File: config.mk
export PLATFORM = sky130hd
export DESIGN_NAME = logic_op_issuer
export DESIGN_NICKNAME = d
export VERILOG_FILES = /design/src/rtl/logic_op_pkg.sv /design/src/rtl/logic_cmd_fifo.sv /design/src/rtl/logic_op_issuer.sv
export SDC_FILE = /design/constraint.sdc
export NUM_CORES = 1
export LEC_CHECK = 0
export ABC_CLOCK_PERIOD_IN_PS = 2400
export CORE_ASPECT_RATIO = 0.5
export CORE_MARGIN = 5
export CORE_UTILIZATION = 52
export CTS_CLUSTER_SIZE = 28
export DETAILED_ROUTE_END_ITERATION = 8
export GPL_TIMING_DRIVEN = 0
export PLACE_DENSITY = 0.91
export SYNTH_ARGS = -nofsm -noshare
export SYNTH_HDL_FRONTEND = slang
export SYNTH_SLANG_ARGS = --single-unit
export TNS_END_PERCENT = 100
File: constraint.sdc
create_clock -name clk -period 2.4 [get_ports clk]
set_input_delay 0.48 -clock clk [delete_from_list [all_inputs] [get_ports clk]]
set_output_delay 0.48 -clock clk [all_outputs]
set_load 0.02 [all_outputs]
File: src/rtl/logic_op_pkg.sv
// Shared opcode encodings for the logic issuer and the logic unit it drives.
// Also holds the response-register state type.
package logic_op_pkg;
    localparam int OP_W = 3;

    localparam logic [OP_W-1:0] OP_AND     = 3'b000;
    localparam logic [OP_W-1:0] OP_OR      = 3'b001;
    localparam logic [OP_W-1:0] OP_XOR     = 3'b010;
    localparam logic [OP_W-1:0] OP_NOT     = 3'b011;
    localparam logic [OP_W-1:0] OP_NAND    = 3'b100;
    localparam logic [OP_W-1:0] OP_NOR     = 3'b101;
    localparam logic [OP_W-1:0] OP_XNOR    = 3'b110;
    localparam logic [OP_W-1:0] OP_ILLEGAL = 3'b111;

    typedef enum logic {
        RSP_EMPTY = 1'b0,
        RSP_FULL  = 1'b1
    } rsp_state_e;
endpackage

File: src/rtl/logic_cmd_fifo.sv
// Synchronous FIFO with extra-MSB pointers: full when MSBs differ and the rest match.
// Flush and reset both empty it; storage is not cleared since reads are masked when empty.
module logic_cmd_fifo #(
    parameter int W     = 11,
    parameter int DEPTH = 4
) (
    input  logic         clk,
    input  logic         rst,
    input  logic         flush,
    input  logic         push,
    input  logic         pop,
    input  logic [W-1:0] wdata,
    output logic [W-1:0] rdata,
    output logic         full,
    output logic         empty
);
    localparam int AW = $clog2(DEPTH);
    localparam logic [AW:0] PTR_ONE = 1;

    logic [AW:0]  r_wr_ptr;
    logic [AW:0]  r_rd_ptr;
    logic [W-1:0] r_mem [DEPTH];
    logic         w_do_push;
    logic         w_do_pop;

    assign full  = (r_wr_ptr[AW] != r_rd_ptr[AW]) && (r_wr_ptr[AW-1:0] == r_rd_ptr[AW-1:0]);
    assign empty = (r_wr_ptr == r_rd_ptr);
    assign rdata = r_mem[r_rd_ptr[AW-1:0]];

    assign w_do_push = push && !full && !flush && !rst;
    assign w_do_pop  = pop && !empty && !flush && !rst;

    always_ff @(posedge clk) begin
        if (rst || flush) begin
            r_wr_ptr <= '0;
            r_rd_ptr <= '0;
        end else begin
            if (w_do_push) r_wr_ptr <= r_wr_ptr + PTR_ONE;
            if (w_do_pop)  r_rd_ptr <= r_rd_ptr + PTR_ONE;
        end
    end

    always_ff @(posedge clk) begin
        if (w_do_push) r_mem[r_wr_ptr[AW-1:0]] <= wdata;
    end
endmodule

File: src/rtl/logic_op_issuer.sv
// Command front end for the logic unit: FIFO-buffered {op,a,b} commands out on lu_*,
// result captured into a registered valid/ready response at one command per cycle.
module logic_op_issuer
    import logic_op_pkg::*;
#(
    parameter int WIDTH = 4,
    parameter int DEPTH = 4,
    parameter int CNT_W = 8
) (
    input  logic             clk,
    input  logic             rst,
    input  logic             flush,
    input  logic             cmd_valid,
    output logic             cmd_ready,
    input  logic [OP_W-1:0]  cmd_op,
    input  logic [WIDTH-1:0] cmd_a,
    input  logic [WIDTH-1:0] cmd_b,
    output logic [OP_W-1:0]  lu_op,
    output logic [WIDTH-1:0] lu_a,
    output logic [WIDTH-1:0] lu_b,
    input  logic [WIDTH-1:0] lu_result,
    output logic             rsp_valid,
    input  logic             rsp_ready,
    output logic [WIDTH-1:0] rsp_result,
    output logic [OP_W-1:0]  rsp_op,
    output logic             rsp_illegal,
    output logic             busy,
    output logic [CNT_W-1:0] issued_count,
    output rsp_state_e       dbg_rsp_state
);
    localparam int ENT_W = OP_W + 2 * WIDTH;
    localparam logic [CNT_W-1:0] CNT_ONE = 1;

    // Handshakes: a transfer happens on a rising edge where valid && ready;
    // the sender holds its payload stable until then.
    logic             w_full;
    logic             w_empty;
    logic             w_push;
    logic             w_issue;
    logic [ENT_W-1:0] w_head;
    rsp_state_e       r_state;
    rsp_state_e       w_state_nxt;
    logic [WIDTH-1:0] r_rsp_result;
    logic [OP_W-1:0]  r_rsp_op;
    logic             r_rsp_illegal;
    logic [CNT_W-1:0] r_count;

    assign cmd_ready = !w_full && !flush && !rst;
    assign w_push    = cmd_valid && cmd_ready;
    assign rsp_valid = (r_state == RSP_FULL);
    assign w_issue   = !w_empty && (!rsp_valid || rsp_ready) && !flush && !rst;

    logic_cmd_fifo #(
        .W     (ENT_W),
        .DEPTH (DEPTH)
    ) u_fifo (
        .clk   (clk),
        .rst   (rst),
        .flush (flush),
        .push  (w_push),
        .pop   (w_issue),
        .wdata ({cmd_op, cmd_a, cmd_b}),
        .rdata (w_head),
        .full  (w_full),
        .empty (w_empty)
    );

    assign lu_op = w_empty ? '0 : w_head[2*WIDTH +: OP_W];
    assign lu_a  = w_empty ? '0 : w_head[WIDTH +: WIDTH];
    assign lu_b  = w_empty ? '0 : w_head[0 +: WIDTH];

    always_ff @(posedge clk) begin
        if (rst) r_state <= RSP_EMPTY;
        else     r_state <= w_state_nxt;
    end

    always_comb begin
        w_state_nxt = r_state;
        case (r_state)
            RSP_EMPTY: if (w_issue) w_state_nxt = RSP_FULL;
            RSP_FULL:  if (!w_issue && rsp_ready) w_state_nxt = RSP_EMPTY;
            default:   w_state_nxt = RSP_EMPTY;
        endcase
        if (flush) w_state_nxt = RSP_EMPTY;
    end

    always_ff @(posedge clk) begin
        if (rst) begin
            r_rsp_result  <= '0;
            r_rsp_op      <= '0;
            r_rsp_illegal <= 1'b0;
            r_count       <= '0;
        end else if (flush) begin
            r_count <= '0;
        end else if (w_issue) begin
            r_rsp_result  <= lu_result;
            r_rsp_op      <= lu_op;
            r_rsp_illegal <= (lu_op == OP_ILLEGAL);
            r_count       <= r_count + CNT_ONE;
        end
    end

    assign rsp_result    = r_rsp_result;
    assign rsp_op        = r_rsp_op;
    assign rsp_illegal   = r_rsp_illegal;
    assign issued_count  = r_count;
    assign busy          = !w_empty || rsp_valid;
    assign dbg_rsp_state = r_state;
endmodule

==> key figures <==
Placed design
  • Port Buffers: 50
  • Global placer's final weighted congestion: 0.760
  • Placed instance count: 318
  • Dpl hpwl: 4040 um
  • Place WS: -669 ps

Logic synthesis
  • Synth top area share: 46.9%
  • Syn nets: 224
  • Post-synth EDFFs: 44
  • Synth top cells by count: edfxtp_1, dfxtp_1, nand2_1, a21oi_1, nor2b_1
  • Synth Cell Area: 2820 um2
  • Top_reg_cell synth: edfxtp_1
  • Sequential fraction of the synthesis area: 64.6%
  • Most common cell in the netlist: edfxtp_1
  • Yosys top cell by area: edfxtp_1
  • Synthesized area per cell: 14.2 um2
  • Yosys reg bits: 69
  • Asr flop ratio synth: 0%
  • Area contributors post-synth: edfxtp_1, dfxtp_1, mux4_2
  • Post-Synthesis Cells: 198
  • Synth warn: 0
  • Count of cell types in the netlist: 37

Power and ir drop
  • Power, Total: 2.40 mW
  • Clk pwr share: 40.8%
  • Comb pwr share: 6.0%
  • Sw Share: 23.4%
  • Maximum vdd drop: 0.399 mV
  • Cell internal pwr: 1.84 mW
  • Net load switching power: 561 uW
  • Static leakage: 1.29 nW
  • PD cells: 648 nW/um2
  • Flop pwr share: 53.2%

Cells and area
  • Non-filler instance count after layout: 337
  • Layout area overhead: 31.3%
  • Fin nets: 288
  • Fraction of layout cells with a size suffix above 1: 24.7%
  • N_diodes: 0

GRT
  • Grt ovf: 0
  • First-pass GRT wire length: 9930 um
  • Initial antenna violation count: 0
  • GR peak layer: met2
  • GR Util met3: 7.45%
  • Met2 global-route usage: 37.6%
  • GR Util met1: 21.0%
  • Pin count of the biggest net entering global routing: 15
  • GRT Total Usage: 19.9%
  • Number of global-route vias before repair: 1903

Routing
  • Post-route antenna net violation count: 0
  • Per-cell routed wire length: 19.3 um
  • Routed WL: 6500 um
  • DRC viols: 0
  • Iteration-0 DRC Markers: 148
  • Via density per instance: 5.46
  • Initial DRT Pass Iterations: 4
  • Vias: 1841

Flow run
  • Maxcap violations: 0

Clock tree
  • Root Driver: clkbuf_8
  • CTS clk-pin slew, worst paths: 80 ps
  • Clock buffer depth: 2
  • H-tree levels: 3
  • CTS tree: built
  • CTS buffer count: 9
  • Clk Latency, worst-skew pair: 350 ps
  • Hold buffer count at cts: 0
  • CTS Sinks: 69

Timing
  • Hold Violations, Final: 0
  • Fmax: 425 MHz
  • Hold_ws: 457 ps
  • Max-slew violation count: 0
  • Period utilization: 98.0%
  • Post-Route Skew: 8.50 ps
  • Unrepaired setup endpoints after global routing: no
  • Final setup fails: 0
  • Setup ws final: 47.0 ps
  • Slew @ Worst Pin: 415 ps
  • Slew HR: 72.3%
  • Final Critical Period: 2350 ps

Critical path
  • Crit start category: flop
  • Kind of end point of the critical path: primary output
  • CP max FO: 5
  • Arr. time, crit path: 1870 ps
  • Setup CP Type: flop to primary output
  • Critical path required time: 1920 ps

Floorplanning
  • Core box area: 5090 um2
  • Die area: 7080 um2
  • Num rows: 18
  • Initial Util: 55.4%
  • Die Y: 62.1 um
  • DIE WIDTH: 114 um
  • # IOs: 51

Min path
  • Worst hold path class: flop to flop

Run status
  • Status: completed
## layer usage
layer	up-vias	share of wire [%]
met2	64	54
met1	911	38
met5	-	0
met3	10	6.6
met4	0	1.6
li1	856	-
## kinds of logic after synthesis
family / synth area share (%)
adders and majority gates: 2.66
and+or+nand+nor: 11.2
buffers and inverters: 1.91
AOI/OAI and AO/OA: 7.06
DFF: 64.6
xor gates and xnor gates: 3.06
muxes: 9.50
## cell usage in the layout, fill, tap and decap left out, types with 2 or more instances in the layout
cell / instances
nand2b_1: 2
dfxtp_2: 4
clkbuf_8: 10
buf_4: 5
or3_1: 3
nand3_1: 5
o21ai_0: 3
nor2b_1: 12
clkdlybuf4s15_1: 3
ha_1: 6
buf_2: 9
xnor2_1: 6
xor2_2: 3
a21oi_1: 13
inv_1: 2
dlygate4sd2_1: 3
inv_6: 4
o31ai_1: 2
dfxtp_1: 20
and2_2: 4
clkdlybuf4s50_1: 37
edfxtp_1: 44
nand2_1: 25
mux2i_1: 2
nor2_1: 4
mux4_2: 11
clkinvlp_4: 2
o311ai_2: 2
## cell type report
class / count / area, um2
tap: 70 / 87.6
clock buffer: 9 / 124
multi-input combinational: 118 / 983
sequential: 69 / 1830
timing repair buffer: 54 / 524
buffer: 8 / 63.8
clock inverter: 7 / 80.1
inverter: 2 / 7.51
fill: 314 / 1390
## state kept, by name, indices dropped and copies added, names as in the netlist, named ones only
name / count
u_fifo.r_wr_ptr: 3
rsp_illegal: 1
dbg_rsp_state: 1
u_fifo.r_rd_ptr: 3
u_fifo.r_mem: 44
issued_count: 8
rsp_result: 4
rsp_op: 3
## power groups by stage
stage	Clock [mW]	Sequential, mW	Combinational [mW]
floorplan	0	1.30	0.0604
global placement	0	1.30	0.131
detailed placement	0	1.30	0.136
CTS	0.985	1.28	0.143
global route	1.05	1.28	0.153
finish	0.977	1.28	0.143
## critical path: stages, from the launching register on
cell and delay [ps]:
dfxtp_4 380, buf_8 140, mux4_2 510, nor2b_1 160, dlygate4sd2_1 340
## timing repair
item | CTS | global route
pin swaps | 3 | 0
resized for setup | 43 | 15
cloned | 1 | 0
endpoints found under the setup margin | 13 | 56
buffers inserted | 3 | 0
## path summary, 6_finish.rpt
| kind | depth (start not counted) | start | slack, ps | end |
|---|---|---|---|---|
| max | 4 | flop | 50 | lu_a[3] |
| min | 2 | rsp_result[3] | 460 | rsp_result[3] |
| max reg2reg | 5 | u_fifo.r_wr_ptr[1] | 490 | u_fifo.r_mem[3][1] |
| min reg2reg | 2 | rsp_result[3] | 460 | rsp_result[3] |
## metrics by stage
step | utilization [%] | instance area [um2] | TNS, ps
after floorplan | - | 2820 | 0
after global placement | 66.9 | 3410 | -17400
after detailed placement | 66.9 | 3410 | -18640
after CTS | 73.1 | 3720 | 0
after global routing | 72.7 | 3700 | 0
final | 72.7 | 3700 | 0
No activity file was read; power rests on OpenSTA's default activity.
